File: src/rtl/dmem_arbiter.sv
// dmem_arbiter: round-robin arbiter and access sequencer for a single-port
// 1024 x 32 data memory with registered read. Port 0 is the CPU load/store
// unit and port 1 is the program/debug loader. Each access runs in three
// cycles: IDLE (grant) -> ISSUE (strobe) -> WAIT (capture). The ack pulse,
// read data and error flag are all registered.
module dmem_arbiter #(
  parameter logic [31:0] MEM_DEPTH = 32'd1024,
  parameter logic [31:0] PROT_ADDR = 32'd1022
) (
  input  logic        clk,
  input  logic        rst_n,
  input  logic        req0,
  input  logic        req1,
  input  logic        we0,
  input  logic        we1,
  input  logic [31:0] addr0,
  input  logic [31:0] addr1,
  input  logic [31:0] dataW0,
  input  logic [31:0] dataW1,
  output logic        ack0,
  output logic        ack1,
  output logic [31:0] rdata0,
  output logic [31:0] rdata1,
  output logic        err0,
  output logic        err1,
  output logic [31:0] memAddr,
  output logic [31:0] memDataW,
  output logic        memEnaR,
  output logic        memEnaW,
  input  logic [31:0] memDataOut
);

  typedef enum logic [1:0] {
    IDLE  = 2'd0,
    ISSUE = 2'd1,
    WAIT  = 2'd2
  } state_t;

  // An access is legal when it hits real memory and is not a write to the
  // reserved input-port word (reads of that word are allowed).
  function automatic logic is_legal(input logic we, input logic [31:0] addr);
    logic in_range;
    logic prot_hit;
    in_range = (addr < MEM_DEPTH);
    prot_hit = we && (addr == PROT_ADDR);
    return in_range && !prot_hit;
  endfunction

  state_t      state_q, state_d;
  logic        ptr_q, ptr_d;          // 0 favours port 0 on contention
  logic        gnt_q, gnt_d;          // port currently being served
  logic        we_q, we_d;
  logic        legal_q, legal_d;
  logic        ack0_q, ack0_d;
  logic        ack1_q, ack1_d;
  logic        err0_q, err0_d;
  logic        err1_q, err1_d;
  logic [31:0] rdata0_q, rdata0_d;
  logic [31:0] rdata1_q, rdata1_d;
  logic [31:0] mem_addr_q, mem_addr_d;
  logic [31:0] mem_dataw_q, mem_dataw_d;
  logic        mem_ena_r_q, mem_ena_r_d;
  logic        mem_ena_w_q, mem_ena_w_d;

  logic        elig0_s, elig1_s;
  logic        take_s, sel_s, contend_s;
  logic        sel_we_s, sel_legal_s;
  logic [31:0] sel_addr_s, sel_dataw_s;

  // Arbitration: a port in its ack cycle is skipped so a request that is
  // just being dropped is not served twice.
  always_comb begin
    elig0_s   = req0 & ~ack0_q;
    elig1_s   = req1 & ~ack1_q;
    take_s    = 1'b0;
    sel_s     = 1'b0;
    contend_s = 1'b0;
    if (elig0_s && elig1_s) begin
      take_s    = 1'b1;
      sel_s     = ptr_q;
      contend_s = 1'b1;
    end else if (elig0_s) begin
      take_s    = 1'b1;
      sel_s     = 1'b0;
    end else if (elig1_s) begin
      take_s    = 1'b1;
      sel_s     = 1'b1;
    end else begin
      take_s    = 1'b0;
      sel_s     = 1'b0;
    end
    sel_we_s    = sel_s ? we1    : we0;
    sel_addr_s  = sel_s ? addr1  : addr0;
    sel_dataw_s = sel_s ? dataW1 : dataW0;
    sel_legal_s = is_legal(sel_we_s, sel_addr_s);
  end

  // Next-state and registered-output logic of the access sequencer.
  always_comb begin
    state_d     = state_q;
    ptr_d       = ptr_q;
    gnt_d       = gnt_q;
    we_d        = we_q;
    legal_d     = legal_q;
    ack0_d      = 1'b0;
    ack1_d      = 1'b0;
    err0_d      = err0_q;
    err1_d      = err1_q;
    rdata0_d    = rdata0_q;
    rdata1_d    = rdata1_q;
    mem_addr_d  = mem_addr_q;
    mem_dataw_d = mem_dataw_q;
    mem_ena_r_d = 1'b0;
    mem_ena_w_d = 1'b0;
    case (state_q)
      IDLE: begin
        if (take_s) begin
          if (contend_s) begin
            ptr_d = ~sel_s;
          end else begin
            ptr_d = ptr_q;
          end
          gnt_d       = sel_s;
          we_d        = sel_we_s;
          legal_d     = sel_legal_s;
          // Memory-facing registers load now so they are valid during ISSUE.
          mem_addr_d  = sel_addr_s;
          mem_dataw_d = sel_dataw_s;
          mem_ena_w_d = sel_we_s & sel_legal_s;
          mem_ena_r_d = ~sel_we_s & sel_legal_s;
          state_d     = ISSUE;
        end else begin
          state_d = IDLE;
        end
      end
      ISSUE: begin
        state_d = WAIT;
      end
      WAIT: begin
        state_d = IDLE;
        if (gnt_q == 1'b0) begin
          ack0_d   = 1'b1;
          err0_d   = ~legal_q;
          rdata0_d = (~we_q & legal_q) ? memDataOut : 32'd0;
        end else begin
          ack1_d   = 1'b1;
          err1_d   = ~legal_q;
          rdata1_d = (~we_q & legal_q) ? memDataOut : 32'd0;
        end
      end
      default: begin
        state_d = IDLE;
      end
    endcase
  end

  // State and output registers; reset aborts any access and drops strobes.
  always_ff @(posedge clk or negedge rst_n) begin
    if (!rst_n) begin
      state_q     <= IDLE;
      ptr_q       <= 1'b0;
      gnt_q       <= 1'b0;
      we_q        <= 1'b0;
      legal_q     <= 1'b0;
      ack0_q      <= 1'b0;
      ack1_q      <= 1'b0;
      err0_q      <= 1'b0;
      err1_q      <= 1'b0;
      rdata0_q    <= 32'd0;
      rdata1_q    <= 32'd0;
      mem_addr_q  <= 32'd0;
      mem_dataw_q <= 32'd0;
      mem_ena_r_q <= 1'b0;
      mem_ena_w_q <= 1'b0;
    end else begin
      state_q     <= state_d;
      ptr_q       <= ptr_d;
      gnt_q       <= gnt_d;
      we_q        <= we_d;
      legal_q     <= legal_d;
      ack0_q      <= ack0_d;
      ack1_q      <= ack1_d;
      err0_q      <= err0_d;
      err1_q      <= err1_d;
      rdata0_q    <= rdata0_d;
      rdata1_q    <= rdata1_d;
      mem_addr_q  <= mem_addr_d;
      mem_dataw_q <= mem_dataw_d;
      mem_ena_r_q <= mem_ena_r_d;
      mem_ena_w_q <= mem_ena_w_d;
    end
  end

  assign ack0     = ack0_q;
  assign ack1     = ack1_q;
  assign err0     = err0_q;
  assign err1     = err1_q;
  assign rdata0   = rdata0_q;
  assign rdata1   = rdata1_q;
  assign memAddr  = mem_addr_q;
  assign memDataW = mem_dataw_q;
  assign memEnaR  = mem_ena_r_q;
  assign memEnaW  = mem_ena_w_q;

endmodule

File: config.mk
export PLATFORM = sky130hd
export DESIGN_NAME = dmem_arbiter
export DESIGN_NICKNAME = d
export VERILOG_FILES = /design/src/rtl/dmem_arbiter.sv
export SDC_FILE = /design/constraint.sdc
export NUM_CORES = 1
export LEC_CHECK = 0
export BUFFER_PORTS_ARGS = -buffer_cell sky130_fd_sc_hd__clkbuf_2
export CORE_AREA = 2 2 117 119
export DETAILED_ROUTE_END_ITERATION = 8
export DIE_AREA = 0 0 119 121
export HOLD_SLACK_MARGIN = 0.03
export PLACE_DENSITY = 0.8
export SLEW_MARGIN = 20
export SYNTH_ARGS = -nofsm -noshare
export SYNTH_HDL_FRONTEND = slang
export SYNTH_SLANG_ARGS = --single-unit
File: constraint.sdc
create_clock -name clk -period 1.9 [get_ports clk]
set_input_delay 0.19 -clock clk [delete_from_list [all_inputs] [get_ports clk]]
set_output_delay 0.19 -clock clk [all_outputs]
set_load 0.01 [all_outputs]
* Yosys cells after proc, flatten, opt, wreduce, memory -nomap -nowiden
Cells that the tools add are included.
** Word-level totals
- Bits in registers :: 140
- Input bits :: 166
- Output and inout port bits :: 134
- Logic and storage cells :: 60
** Operators by class
- $lt $le $gt $ge :: 1
- Equality and inequality tests :: 3
- Mux-type cells :: 20
- Bitwise operators :: 12
- Reductions and logical operators :: 9
** Operator list (number)
- 2-to-1 mux 32 bit :: 3
- equality test 32 x 10 -> 1 bit (second input constant) :: 1
- less-than comparator 32 x 11 -> 1 bit (second input constant) :: 1
- 2-to-1 mux 1 bit :: 16
- NOT 1 bit :: 7
- AND reduction 2 bit :: 3
- bitwise AND 1 bit :: 5
- case mux 2 bit (2 select lines) :: 1
- logical AND 1 bit :: 3
- AND reduction 3 bit :: 1
- equality test 2 x 1 -> 1 bit (second input constant) :: 1
- equality test 2 bit (second input constant) :: 1
- logical NOT 2 bit :: 1
- logical NOT 1 bit :: 1

* Logic depth before layout (Yosys ltp)
- Depth in word-level cells :: 13
- Gate-level depth with buffers :: 7
- Depth with buffers taken out :: 5

* Worst setup path after synthesis
No wires, ideal clock.
- Path kind :: register to register
- Start point :: register ack1_q (netlist: ack1)
- End point :: register legal_q
- Setup time :: 145 ps
- Arrival time :: 1431 ps
- Data required time :: 1755 ps
- Path slack :: 324 ps
- Stages on the path, launching flop included :: 7
- Path buffers :: 2
- Clock period less this slack :: 1576 ps
- Cells stage by stage :: dfrtp_1 nand2b_4 o21bai_4 buf_6 buf_6 o41ai_2 a22oi_1
** Between the ends
- Longest elaborated chain between the ends :: 10
- Elaborated cells on any way between the ends :: 16
- Classes of those cells :: 1 x order compare; 1 x eq/ne; 7 x mux; 2 x bitwise; 5 x reduce/logical
** RTL lines
- from (decl) :: RTL line 55 : logic ack1_q, ack1_d;
- from (signal assigned) :: RTL line 182 : ack1_q <= ack1_d;
- NOT 1 bit * :: RTL line 74 : elig1_s = req1 & ~ack1_q;
- bitwise AND 1 bit * :: RTL line 74
- parallel branches: the longest is 8 deep, another holds less-than comparator 32 x 11 -> 1 bit
- to (signal assigned) :: RTL line 180 : legal_q <= legal_d;
- to (decl) :: RTL line 53 : logic legal_q, legal_d;
Every way passes the cells marked *.
A chain may end at the register's enable or synchronous reset.

* Worst setup path in the final report
- Start point :: register ack0_q (netlist: ack0)
- End point :: register mem_addr_q[30] (netlist: memAddr[30])
** Between the ends
- Longest elaborated chain between the ends :: 5
- Elaborated cells on any way between the ends :: 9
- Classes of those cells :: 5 x mux; 2 x bitwise; 2 x reduce/logical
** RTL lines
- from (decl) :: RTL line 54 : logic ack0_q, ack0_d;
- from (signal assigned) :: RTL line 181 : ack0_q <= ack0_d;
- NOT 1 bit * :: RTL line 73 : elig0_s = req0 & ~ack0_q;
- bitwise AND 1 bit * :: RTL line 73
- 2-to-1 mux 1 bit / logical AND 1 bit (equally long branches) :: RTL line 82, 78
- 2-to-1 mux 1 bit :: RTL line 78 : if (elig0_s && elig1_s) begin
- 2-to-1 mux 32 bit / AND reduction 2 bit (equally long branches)
- to (signal assigned) :: RTL line 187 : mem_addr_q <= mem_addr_d;
- to (decl) :: RTL line 60 : logic [31:0] mem_addr_q, mem_addr_d;
Mark *: on every way between the ends. The rest lies on a longest branch, timed or not.

==> impl_metrics.env <==
export IMPL_antenna_found_initial=0
export IMPL_synth_enable_flop_cells=0
export IMPL_netlist_area_sq_um=5949
export IMPL_vdd_drop_max_mv=0.8693
export IMPL_min_to="rdata0[22]"
export IMPL_die_w_um=119
export IMPL_power_frac_clock_pct=28.5
export IMPL_synth_commonest_cells="166 x nand2_1, 140 x dfrtp_1, 132 x o21ai_0, 65 x mux2i_1, 21 x clkbuf_1"
export IMPL_area_growth_pct=44.08
export IMPL_port_buffers=299
export IMPL_critPathLaunchType="flip-flop"
export IMPL_finalPower_mw=13.01
export IMPL_coreArea_sq_um=13090
export IMPL_power_leakage_nw=4.554
export IMPL_wl_per_cell_um=16.04
export IMPL_totalWireLength_mm=17.44
export IMPL_slew_viol_final=0
export IMPL_intPower_mw=8.423
export IMPL_cts_sinks=140
export IMPL_vias_per_cell=5.017
export IMPL_path_max_fanout=31
export IMPL_synth_main_ff_cell="dfrtp_1"
export IMPL_setup_violations=0
export IMPL_run_status="finished clean"
export IMPL_final_setup_skew_ps=7.574
export IMPL_antenna_cells=0
export IMPL_rsz0062_at_grt="false"
export IMPL_vias=5454
export IMPL_synth_most_common_cell="nand2_1"
export IMPL_yosysTopAreaCell="dfrtp_1"
export IMPL_clk_pin_slew_ps=60
export IMPL_pwr_density_cell_nw_per_um2=1518
export IMPL_synth_top_family_by_area="simple AND/OR/NAND/NOR gates"
export IMPL_tightest_slew_ps=474.0
export IMPL_grt_pass1_vias=5374
export IMPL_synth_nets=752
export IMPL_cp_arrival_ps=1940
export IMPL_start_util_pct=45.47
export IMPL_r2r_start="ack0"
export IMPL_firstDrtPassIters=4
export IMPL_comb_power_share_pct=34.8
export IMPL_die_y_um=121
export IMPL_switchingPower_mw=4.587
export IMPL_grt_pass1_wl_mm=27.88
export IMPL_clock_tree_buffer_depth=2
export IMPL_cap_violations=0
export IMPL_period_share_pct=87.62
export IMPL_yosys_area_share_simple_pct=14.05
export IMPL_drive_gt1_share_pct=38.09
export IMPL_switching_share_pct=35.26
export IMPL_synthArstFlopShare_pct=100.0
export IMPL_muxShareOfSynthArea_pct=11.13
export IMPL_rows=42
export IMPL_reg2reg_slack_ps=240
export IMPL_clockRootBuffer="clkbuf_16"
export IMPL_htreeDepth=4
export IMPL_grt_max_degree=68
export IMPL_drc=0
export IMPL_hold_class="in2reg"
export IMPL_hp_start="memDataOut[22]"
export IMPL_grt_overflow=0
export IMPL_synth_compound_area_share_pct=12.39
export IMPL_synthAdderAreaFrac_pct=0
export IMPL_seq_power_share_pct=36.7
export IMPL_nNetsFinal=1064
export IMPL_synth_top_cell_area_share_pct=58.89
export IMPL_synth_xor_area_share_pct=0.1472
export IMPL_insertion_delay_ps=420
export IMPL_die_area_sq_um=14400
export IMPL_yosysWarnings=0
export IMPL_cts_tree="done"
export IMPL_slew_headroom_pct=68.11
export IMPL_clock_fmax_mhz=600.7
export IMPL_worstRegToRegCells=5
export IMPL_synth_seq_cells=140
export IMPL_synth_cells=586
export IMPL_gp_congestion=0.8640
export IMPL_numCtsBuffers=17
export IMPL_hold_depth=3
export IMPL_grt_use_total_pct=25.06
export IMPL_path_class="reg2reg"
export IMPL_antenna_left=0
export IMPL_tns_ps=0
export IMPL_required_ps=2170
export IMPL_r2r_end="memAddr[30]"
export IMPL_hold_violations=0
export IMPL_end_kind="flip-flop"
export IMPL_timing_final_crit_period_ps=1665
export IMPL_hpwl_mm=12.78
export IMPL_ys_seq_area_share_pct=58.89
export IMPL_drt_iter0_drc=355
export IMPL_syn_avg_cell_area_sq_um=10.15
export IMPL_io_pins=300
export IMPL_ys_top_cells_by_area="dfrtp_1 59%, o21ai_0 11%, mux2i_1 11%, nand2_1 10%, clkbuf_1 1.3%"
export IMPL_ys_types=29
==> worst max path at each step <==
stage	startpoint	end	slack, ps
after floorplan	ack1	legal_q	320
after global placement	ack0	memAddr[30]	280
after detailed placement	ack0	memAddr[30]	210
after CTS	ack0	memAddr[30]	220
after global routing	ack0	memDataW[22]	150
final	ack0	memAddr[30]	240
==> placed cells by master, fill, tap and decap left out, types with 2 or more instances in the layout <==
cell	Yosys	final
clkinvlp_4	0	2
buf_4	0	2
clkbuf_8	0	4
nand2b_4	2	2
nand4_1	4	4
clkinv_4	0	2
or3_1	3	3
mux2i_1	65	65
dlygate4sd3_1	0	23
nand2_1	166	166
clkbuf_2	0	298
nand4b_1	2	2
bufinv_16	0	5
clkbuf_1	21	2
nand3_1	2	2
a211oi_1	2	2
dfrtp_1	140	140
nor4_1	10	10
inv_1	4	4
o21ai_0	132	132
clkbuf_16	0	17
buf_12	0	8
==> power groups by stage <==
stage,sequential [mW],clock [mW],combinational (mW)
2_1_floorplan,5.23,0,2.02
3_3_place_gp,4.76,0,4.39
3_5_place_dp,4.80,0,4.50
4_1_cts,4.77,3.75,4.56
5_1_grt,4.92,3.89,5.01
6_report,4.77,3.71,4.53
==> repair_timing <==
action / 4_1_cts / 5_1_grt
setup buffers: 0 / 0
resized for setup: 0 / 0
endpoints found under the hold margin: 80 / 0
hold buffers: 23 / 0
==> sequential cells by signal (all words and copies together), names as in the netlist, 2 cells and up <==
name	count
memAddr	32
rdata1	32
rdata0	32
state_q	2
memDataW	32
==> metrics by stage <==
stage	instance area, sq um	util, %	worst slack [ps]	std cells	hold WS [ps]
finish	8572	65.51	235.2	1087	40.90
global route	8572	65.51	152.0	1087	48.01
CTS	8572	65.51	219.5	1087	30.86
detailed placement	7671	58.63	215.0	1032	143.4
global placement	7671	58.63	284.3	1032	149.8
floorplan	5949	-	323.8	586	-105.6
==> cell type report <==
class	count	area, sq um
well taps	176	220.2
clock buffers	23	488.0
clock inverters	9	182.7
fillers	1034	4513
multi-input cells	403	2255
flip-flops and latches	140	3503
repair buffers	332	1908
inverters	4	15.01
==> layer usage <==
metal  routed length, um  vias up  GRT usage, %
met5                   0        -             0
met4                 397        0         9.375
met3                1377       29         6.720
met2                8745      256         43.10
met1                6921     2528         30.26
li1                    -     2641             -
==> worst max-delay path, stage by stage, from the launching register on <==
cell and delay [ps]:
dfrtp_1 370, nand2b_4 160, o21bai_4 310, buf_12 280, mux2i_1 270, o21ai_0 120
==> cell families (layout without fill, tap and decap cells) <==
group                  Yosys count  count (layout)
flip-flops                     140             140
AND/OR/NAND/NOR                197             197
buffers and inverters           43             368
multiplexers                    66              66
XOR/XNOR                         1               1
AO/OA/AOI/OAI                  139             139
Power figures use the tool's default switching activity.
